===== src/rtl/mem_arbiter.sv =====
// Arbitrates one byte-wide synchronous-read RAM between the CPU and a DMA master.
// The CPU has priority. A starvation counter forces bounded DMA bursts.
module mem_arbiter #(
    parameter int unsigned AW     = 20,
    parameter int unsigned STARVE = 8,
    parameter int unsigned BURST  = 4
) (
    input  logic          clock,
    input  logic          reset_n,
    input  logic          cpu_req,
    input  logic [AW-1:0] cpu_address,
    input  logic [7:0]    cpu_o_data,
    input  logic          cpu_we,
    output logic          cpu_ready,
    output logic [7:0]    cpu_i_data,
    input  logic          dma_req,
    input  logic [AW-1:0] dma_address,
    input  logic [7:0]    dma_wdata,
    input  logic          dma_we,
    output logic          dma_ack,
    output logic          dma_rvalid,
    output logic [7:0]    dma_rdata,
    output logic [AW-1:0] mem_address,
    output logic [7:0]    mem_wdata,
    output logic          mem_we,
    input  logic [7:0]    mem_rdata
);
    localparam int unsigned SW = $clog2(STARVE + 1);
    localparam int unsigned BW = $clog2(BURST + 1);

    typedef enum logic {CPU_PRI, DMA_BURST} state_e;
    typedef enum logic [1:0] {RD_NONE, RD_CPU, RD_DMA} rd_e;

    state_e        state_q, state_d;
    logic [SW-1:0] starve_cnt_q, starve_cnt_d, starve_inc;
    logic [BW-1:0] burst_cnt_q, burst_cnt_d, burst_inc;
    rd_e           rd_q, rd_d;
    logic          grant_cpu, grant_dma;

    // State, counters and the owner/read-ness of the last accepted access.
    always_ff @(posedge clock or negedge reset_n) begin
        if (!reset_n) begin
            state_q      <= CPU_PRI;
            starve_cnt_q <= '0;
            burst_cnt_q  <= '0;
            rd_q         <= RD_NONE;
        end else begin
            state_q      <= state_d;
            starve_cnt_q <= starve_cnt_d;
            burst_cnt_q  <= burst_cnt_d;
            rd_q         <= rd_d;
        end
    end

    // Owner selection and next-state logic.
    always_comb begin
        state_d      = state_q;
        starve_cnt_d = starve_cnt_q;
        burst_cnt_d  = burst_cnt_q;
        grant_cpu    = 1'b0;
        grant_dma    = 1'b0;
        starve_inc   = starve_cnt_q + SW'(1);
        burst_inc    = burst_cnt_q + BW'(1);

        if (!dma_req) begin
            starve_cnt_d = '0;
        end

        if (state_q == DMA_BURST && dma_req) begin
            grant_dma = 1'b1;
            if (burst_inc == BW'(BURST)) begin
                state_d      = CPU_PRI;
                starve_cnt_d = '0;
                burst_cnt_d  = '0;
            end else begin
                burst_cnt_d = burst_inc;
            end
        end else begin
            // An abandoned DMA window hands this very cycle back to the CPU.
            state_d     = CPU_PRI;
            burst_cnt_d = '0;
            if (cpu_req) begin
                grant_cpu = 1'b1;
                if (dma_req) begin
                    starve_cnt_d = starve_inc;
                    if (starve_inc == SW'(STARVE)) begin
                        state_d = DMA_BURST;
                    end
                end
            end else if (dma_req) begin
                grant_dma    = 1'b1;
                starve_cnt_d = '0;
            end
        end

        if (!reset_n) begin
            grant_cpu = 1'b0;
            grant_dma = 1'b0;
        end
    end

    // Memory mux; the CPU address idles on the bus when nobody owns it.
    always_comb begin
        mem_address = grant_dma ? dma_address : cpu_address;
        mem_wdata   = grant_dma ? dma_wdata : cpu_o_data;
        mem_we      = (grant_cpu & cpu_we) | (grant_dma & dma_we);
        cpu_ready   = grant_cpu;
        dma_ack     = grant_dma;
        rd_d        = RD_NONE;
        if (grant_cpu && !cpu_we) begin
            rd_d = RD_CPU;
        end else if (grant_dma && !dma_we) begin
            rd_d = RD_DMA;
        end
    end

    assign dma_rvalid = (rd_q == RD_DMA);
    assign dma_rdata  = mem_rdata;
    assign cpu_i_data = mem_rdata;

endmodule


===== config.mk =====
export PLATFORM = sky130hd
export DESIGN_NAME = mem_arbiter
export DESIGN_NICKNAME = d
export VERILOG_FILES = /design/src/rtl/mem_arbiter.sv
export SDC_FILE = /design/constraint.sdc
export NUM_CORES = 1
export LEC_CHECK = 0
export CORE_AREA = 2 2 63 65
export CTS_CLUSTER_SIZE = 8
export DETAILED_ROUTE_END_ITERATION = 10
export DIE_AREA = 0 0 65 67
export MAX_ROUTING_LAYER = met4
export PLACE_DENSITY_LB_ADDON = 0.1
export SYNTH_ARGS = -nofsm -noshare
export SYNTH_HDL_FRONTEND = slang
export SYNTH_SLANG_ARGS = --single-unit

===== constraint.sdc =====
create_clock -name clock -period 4.6 [get_ports clock]
set_input_delay 0.69 -clock clock [delete_from_list [all_inputs] [get_ports clock]]
set_output_delay 0.69 -clock clock [all_outputs]
set_load 0.02 [all_outputs]

==> results of run 1 <==
==> per-layer routing <==
| metal | routed length, um | share of wire [%] | vias to the layer above |
|---|---|---|---|
| met5 | 0 | 0 | - |
| met4 | 10 | 0.30 | 0 |
| met3 | 267 | 7.9 | 2 |
| met2 | 1780 | 53 | 53 |
| met1 | 1310 | 39 | 456 |
| li1 | - | - | 468 |
==> path summary, 6_finish.rpt <==
kind                                        endpoint  slack, ns  cells past startpoint
min in group asynchronous   burst_cnt_q[2]$_DFF_PN0_       0.76                      2
setup reg to reg           starve_cnt_q[3]$_DFF_PN0_       3.21                      4
hold / removal              burst_cnt_q[0]$_DFF_PN0_       0.47                      1
max in group asynchronous  starve_cnt_q[0]$_DFF_PN0_       3.70                      2
setup / recovery                        mem_wdata[7]       0.99                      6
hold reg to reg             burst_cnt_q[0]$_DFF_PN0_       0.47                      1
==> cells by family (layout without fill, tap and decap cells) <==
family / after synthesis / count (layout) / synth area share, %
AND/OR/NAND/NOR: 17 / 17 / 9.36
flip-flops: 10 / 10 / 22.5
multiplexers: 29 / 29 / 38.4
XOR/XNOR: 3 / 3 / 2.37
buffers and inverters: 20 / 99 / 17.2
adder cells (fa/ha/maj): 4 / 4 / 4.51
AO/OA/AOI/OAI: 9 / 9 / 5.52
==> through the flow <==
stage	hold WS, ns	cell area (um^2)	std cells	setup slack (ns)	utilization [%]
4_1_cts	0.469	1970	219	0.953	54.8
3_5_place_dp	0.463	1930	216	0.953	53.6
2_1_floorplan	0.394	1110	92	2.38	-
6_report	0.467	1970	219	0.993	54.8
5_1_grt	0.509	1970	219	0.872	54.8
3_3_place_gp	0.465	1930	216	0.983	53.6
==> flip-flops by register name (all words and copies together), names as in the netlist <==
| signal | cells |
|---|---|
| starve_cnt_q | 4 |
| rd_q | 2 |
| state_q | 1 |
| burst_cnt_q | 3 |
==> cells in the mapped netlist <==
library cell | count | share of area [%]
nor2b_1 | 3 | 1.7
mux2_4 | 27 | 37
and3b_2 | 1 | 0.90
xnor2_1 | 1 | 0.79
nor3b_1 | 2 | 1.4
and3_1 | 2 | 1.1
buf_4 | 16 | 11
nor3_1 | 1 | 0.45
buf_6 | 1 | 1.0
nor2_1 | 1 | 0.34
xor2_1 | 2 | 1.6
nand2b_1 | 1 | 0.56
nand3_1 | 2 | 0.90
a22o_1 | 2 | 1.6
ha_1 | 4 | 4.5
and3_2 | 1 | 0.68
a21oi_1 | 3 | 1.4
nand3b_1 | 1 | 0.68
a21o_1 | 1 | 0.68
o21a_1 | 1 | 0.68
mux2i_1 | 1 | 0.90
dfrtp_1 | 10 | 23
nand2_1 | 2 | 0.68
a211o_1 | 1 | 0.79
mux2_2 | 1 | 1.0
buf_12 | 3 | 5.4
o21ai_0 | 1 | 0.45
==> where the power goes <==
group          internal [mW]  switching, mW  total [mW]
sequential            0.0909        0.00258      0.0935
combinational          0.107         0.0564       0.164
clock                 0.0567         0.0280      0.0847
total                  0.255         0.0869       0.342
==> area by class of cell <==
type,instances,area share [%]
clock buffer,3,2.09
multi-input combinational,62,33.9
sequential,10,12.7
tap,48,3.04
timing repair buffer,96,48.3
==> run metrics, run 1 <==
setup bufs post-CTS 0; Critical path origin reset_n; CTS tree built; std cell rows 22; Area Growth Syn to Fin 77.9%; DIE AREA between 4000 and 5000 um^2; detailed placer's ending HPWL 2860 um; worst skew pair latency ~0.23 ns; largest net degree at the start of global routing 13; Yosys reg bits 10; CTS Sinks 10; Fillers 319; Die X 65 um; Via-to-Cell Ratio 4.47; Core ar. 3610 um^2; input/output buffers a little over 90; Avg Cell Area, Syn 12.1 um^2; CP Capture Type primary output; CP delay by family, top buffers and inverters; Clock Tree Root clkbuf_8; commonest non-fill, non-tap cell in the layout clkdlybuf4s50_1; Post-Syn Area 1110 um^2; Buf/Inv on CP 4; PwrDens 173 nW/um^2; Power Total 0.342 mW; Tmin final 3.61 ns; RSZ-0062 raised after global routing no; gr busiest metal met2; maximum VDD drop 162 uV; post-route ant nets 0; Slew @ Worst Pin 0.312 ns; Slew headroom between 70% and 80%; Worst setup SP type primary input; setup violators final 0; CTS Buf Count 3; Initial DRC Count 22; first-pass GRT wire length roughly 5000 um; worst min-delay path category register to register; Reg area about 250 um^2; initial antenna violation count 0; crit-path cells clkdlybuf4s50_1 -> buf_4 -> and3_2 -> buf_4 -> mux2_2 -> clkdlybuf4s50_1; Clock Skew 0.00111 ns; H-tree depth 1; Max-cap violations 0; DRC Markers 0; DR vias 979; Max Buffers Root-to-Sink 2; Chip Height 67 um; starting density of the core just over 30%; gpl congestion 0.723; M2 GR Usage 27.8%; post-CTS sizing 0; Crit Reg-Reg Startpoint burst_cnt_q[0]$_DFF_PN0_; number of diodes 0; WS Path Type primary input to primary output; vias in the first global route 977; All-Layer GR Usage between 15 and 20%; area of the multi-input gates 669 um^2; Final Max Slew Viols 0; CP arrival 2.92 ns; met1 usage 17.8%; Max stage delay on crit path roughly 0.53 ns; static leakage 0.867 nW; DR pass1 iterations 4; sequential share of the synthesized area 22.5%; Yosys warnings 0; fmax 0.277 GHz; setup TNS 0 ns; nets@finish 247; Remaining Overflow, GRT 0; share of cells above drive strength 1 21.6%; period utilisation layout 78.4%; status finished clean; most frequent cells in the layout 93 x clkdlybuf4s50_1, 27 x mux2_4, 10 x dfrtp_1, 4 x ha_1; Max Fanout on Critical Path 12; Synthesized Nets about 170; Clock transition at path regs 0.04 ns; DRT Wirelength 3370 um; cts hold-fix bufs 0; beginning of the worst hold path burst_cnt_q[0]$_DFF_PN0_; per-cell routed wire length 15.4 um; Final Hold Fails 0; CP max-delay cell clkdlybuf4s50_1; I/O pins between 100 and 150; Synth Instances around 90; CP required 3.91 ns; GRT met3 Usage between 2 and 3%; post-synth cell types 27
(Power assumes the default switching activity.)
==> run 2, diff against run 1 <==
Settings changed: CORE_AREA 2 2 63 65 to 2 2 69 71, DIE_AREA 0 0 65 67 to 0 0 71 73.
Clock period 4.6 ns to 3.1 ns, I/O delays scaled along.
==> run 2 against run 1 <==
  * Total power rose by 58%
  * Clock skew hardly changed
  * Highest routed layer unchanged
  * Via count fell by 2.0%
  * Hold slack got worse by 0.0020 ns
  * Non-clock buffer count shrank 1
  * First-iteration DRC count shrank 68%
==> run metrics, run 2 (same netlist as run 1, synthesis figures left out) <==
Area Growth Syn to Fin 80.3%; starting density of the core 24.5%; Core ar. between 4000 and 5000 um^2; post-route ant nets 0; number of diodes 0; Max-cap violations 0; H-tree depth 1; period utilisation layout 92.0%; Chip Height 73 um; DRT Wirelength 3240 um; Power Total 0.541 mW; gpl congestion 0.835; Initial DRC Count 7; Remaining Overflow, GRT 0; DR vias 959; commonest non-fill, non-tap cell in the layout clkdlybuf4s50_1; status finished clean; CTS Buf Count 3; std cell rows 25; Max Fanout on Critical Path 31; nets@finish ~250; Finished Cell Area 2000 um^2; Setup WS post-layout 0.249 ns; Slew @ Worst Pin 0.263 ns; PwrDens about 270 nW/um^2; static leakage 0.872 nW; fmax 0.351 GHz; worst min-delay path category register to register; Largest regs starve_cnt_q x4, burst_cnt_q x3, rd_q x2; per-cell routed wire length 14.4 um; Max Buffers Root-to-Sink 2; Clock Tree Root clkbuf_8; first-pass GRT wire length 4710 um; CP arrival roughly 2.4 ns; vias in the first global route slightly below 900; setup bufs post-CTS 0; Tmin final 2.85 ns; RSZ-0062 raised after global routing no; setup TNS 0 ns; All-Layer GR Usage approximately an eighth; post-CTS sizing 0; max FFs per register 4; largest net degree at the start of global routing 32; Top reg by flops starve_cnt_q; Die X around 71 um; CP required 2.63 ns; share of cells above drive strength 1 21.6%; most frequent cells in the layout 93 x clkdlybuf4s50_1, 27 x mux2_4, 10 x dfrtp_1, 4 x ha_1, 4 x clkbuf_8; final hold slack approximately 0.47 ns; post-layout util 44.1%; Placed Cells 221; DIE AREA 5180 um^2; pre-CTS setup slack 0.235 ns; Clock transition at path regs 0.05 ns; Slew headroom 82.4%; CTS Sinks 10; CTS tree built; DRC Markers 0; DR pass1 iterations 3; initial antenna violation count 0; Via-to-Cell Ratio 4.26; input/output buffers 93; Clock Skew approximately 0.0011 ns; Final Hold Fails 0; setup violators final 0; CP Capture Type primary output; Finished Layout Cells 225; WS Path Type primary input to primary output; Worst setup SP type primary input; Fillers about 440; Cell Area, Placed 1950 um^2; I/O pins approximately 120; worst skew pair latency between 0.2 and 0.25 ns; cts hold-fix bufs 0; detailed placer's ending HPWL 2780 um; maximum VDD drop around 210 uV; Final Max Slew Viols 0
[run 2: final cells by class]
| type | instances | area (um^2) | share of cell area (%) |
|---|---|---|---|
| Clock buffer | 4 | 55.1 | 2.75 |
| Multi-Input combinational cell | 62 | 669 | 33.5 |
| Sequential cell | 10 | 250 | 12.5 |
| Tap cell | 54 | 67.6 | 3.38 |
| Timing Repair Buffer | 95 | 958 | 47.9 |
[run 2: path summary, 6_finish.rpt]
path	endpoint	slack, ns	cells after the start	startpoint
hold reg to reg	burst_cnt_q[0]$_DFF_PN0_	0.47	1	burst_cnt_q[0]$_DFF_PN0_
max in group asynchronous	starve_cnt_q[0]$_DFF_PN0_	2.41	2	reset_n
hold / removal	burst_cnt_q[0]$_DFF_PN0_	0.47	1	burst_cnt_q[0]$_DFF_PN0_
setup reg to reg	starve_cnt_q[3]$_DFF_PN0_	1.70	4	burst_cnt_q[0]$_DFF_PN0_
setup / recovery	mem_wdata[7]	0.25	5	dma_req
min in group asynchronous	burst_cnt_q[1]$_DFF_PN0_	0.54	2	reset_n
[run 2: power breakdown]
| part | internal [mW] | switching [mW] |
|---|---|---|
| Clock | 0.111 | 0.0495 |
| Sequential | 0.135 | 0.00372 |
| Combinational | 0.160 | 0.0816 |
[run 2: critical path, stage by stage]
cell and delay, ns:
clkdlybuf4s50_1 0.54, and3_2 0.23, buf_12 0.23, mux2_2 0.36, clkdlybuf4s50_1 0.54
[run 2: layer usage]
| layer | GRT usage (%) | wire length [um] | up-vias |
|---|---|---|---|
| li1 | - | - | 468 |
| met4 | 2.31 | 16 | 0 |
| met1 | 14.0 | 1210 | 435 |
| met3 | 4.42 | 263 | 4 |
| met2 | 19.9 | 1750 | 52 |
| met5 | - | 0 | - |
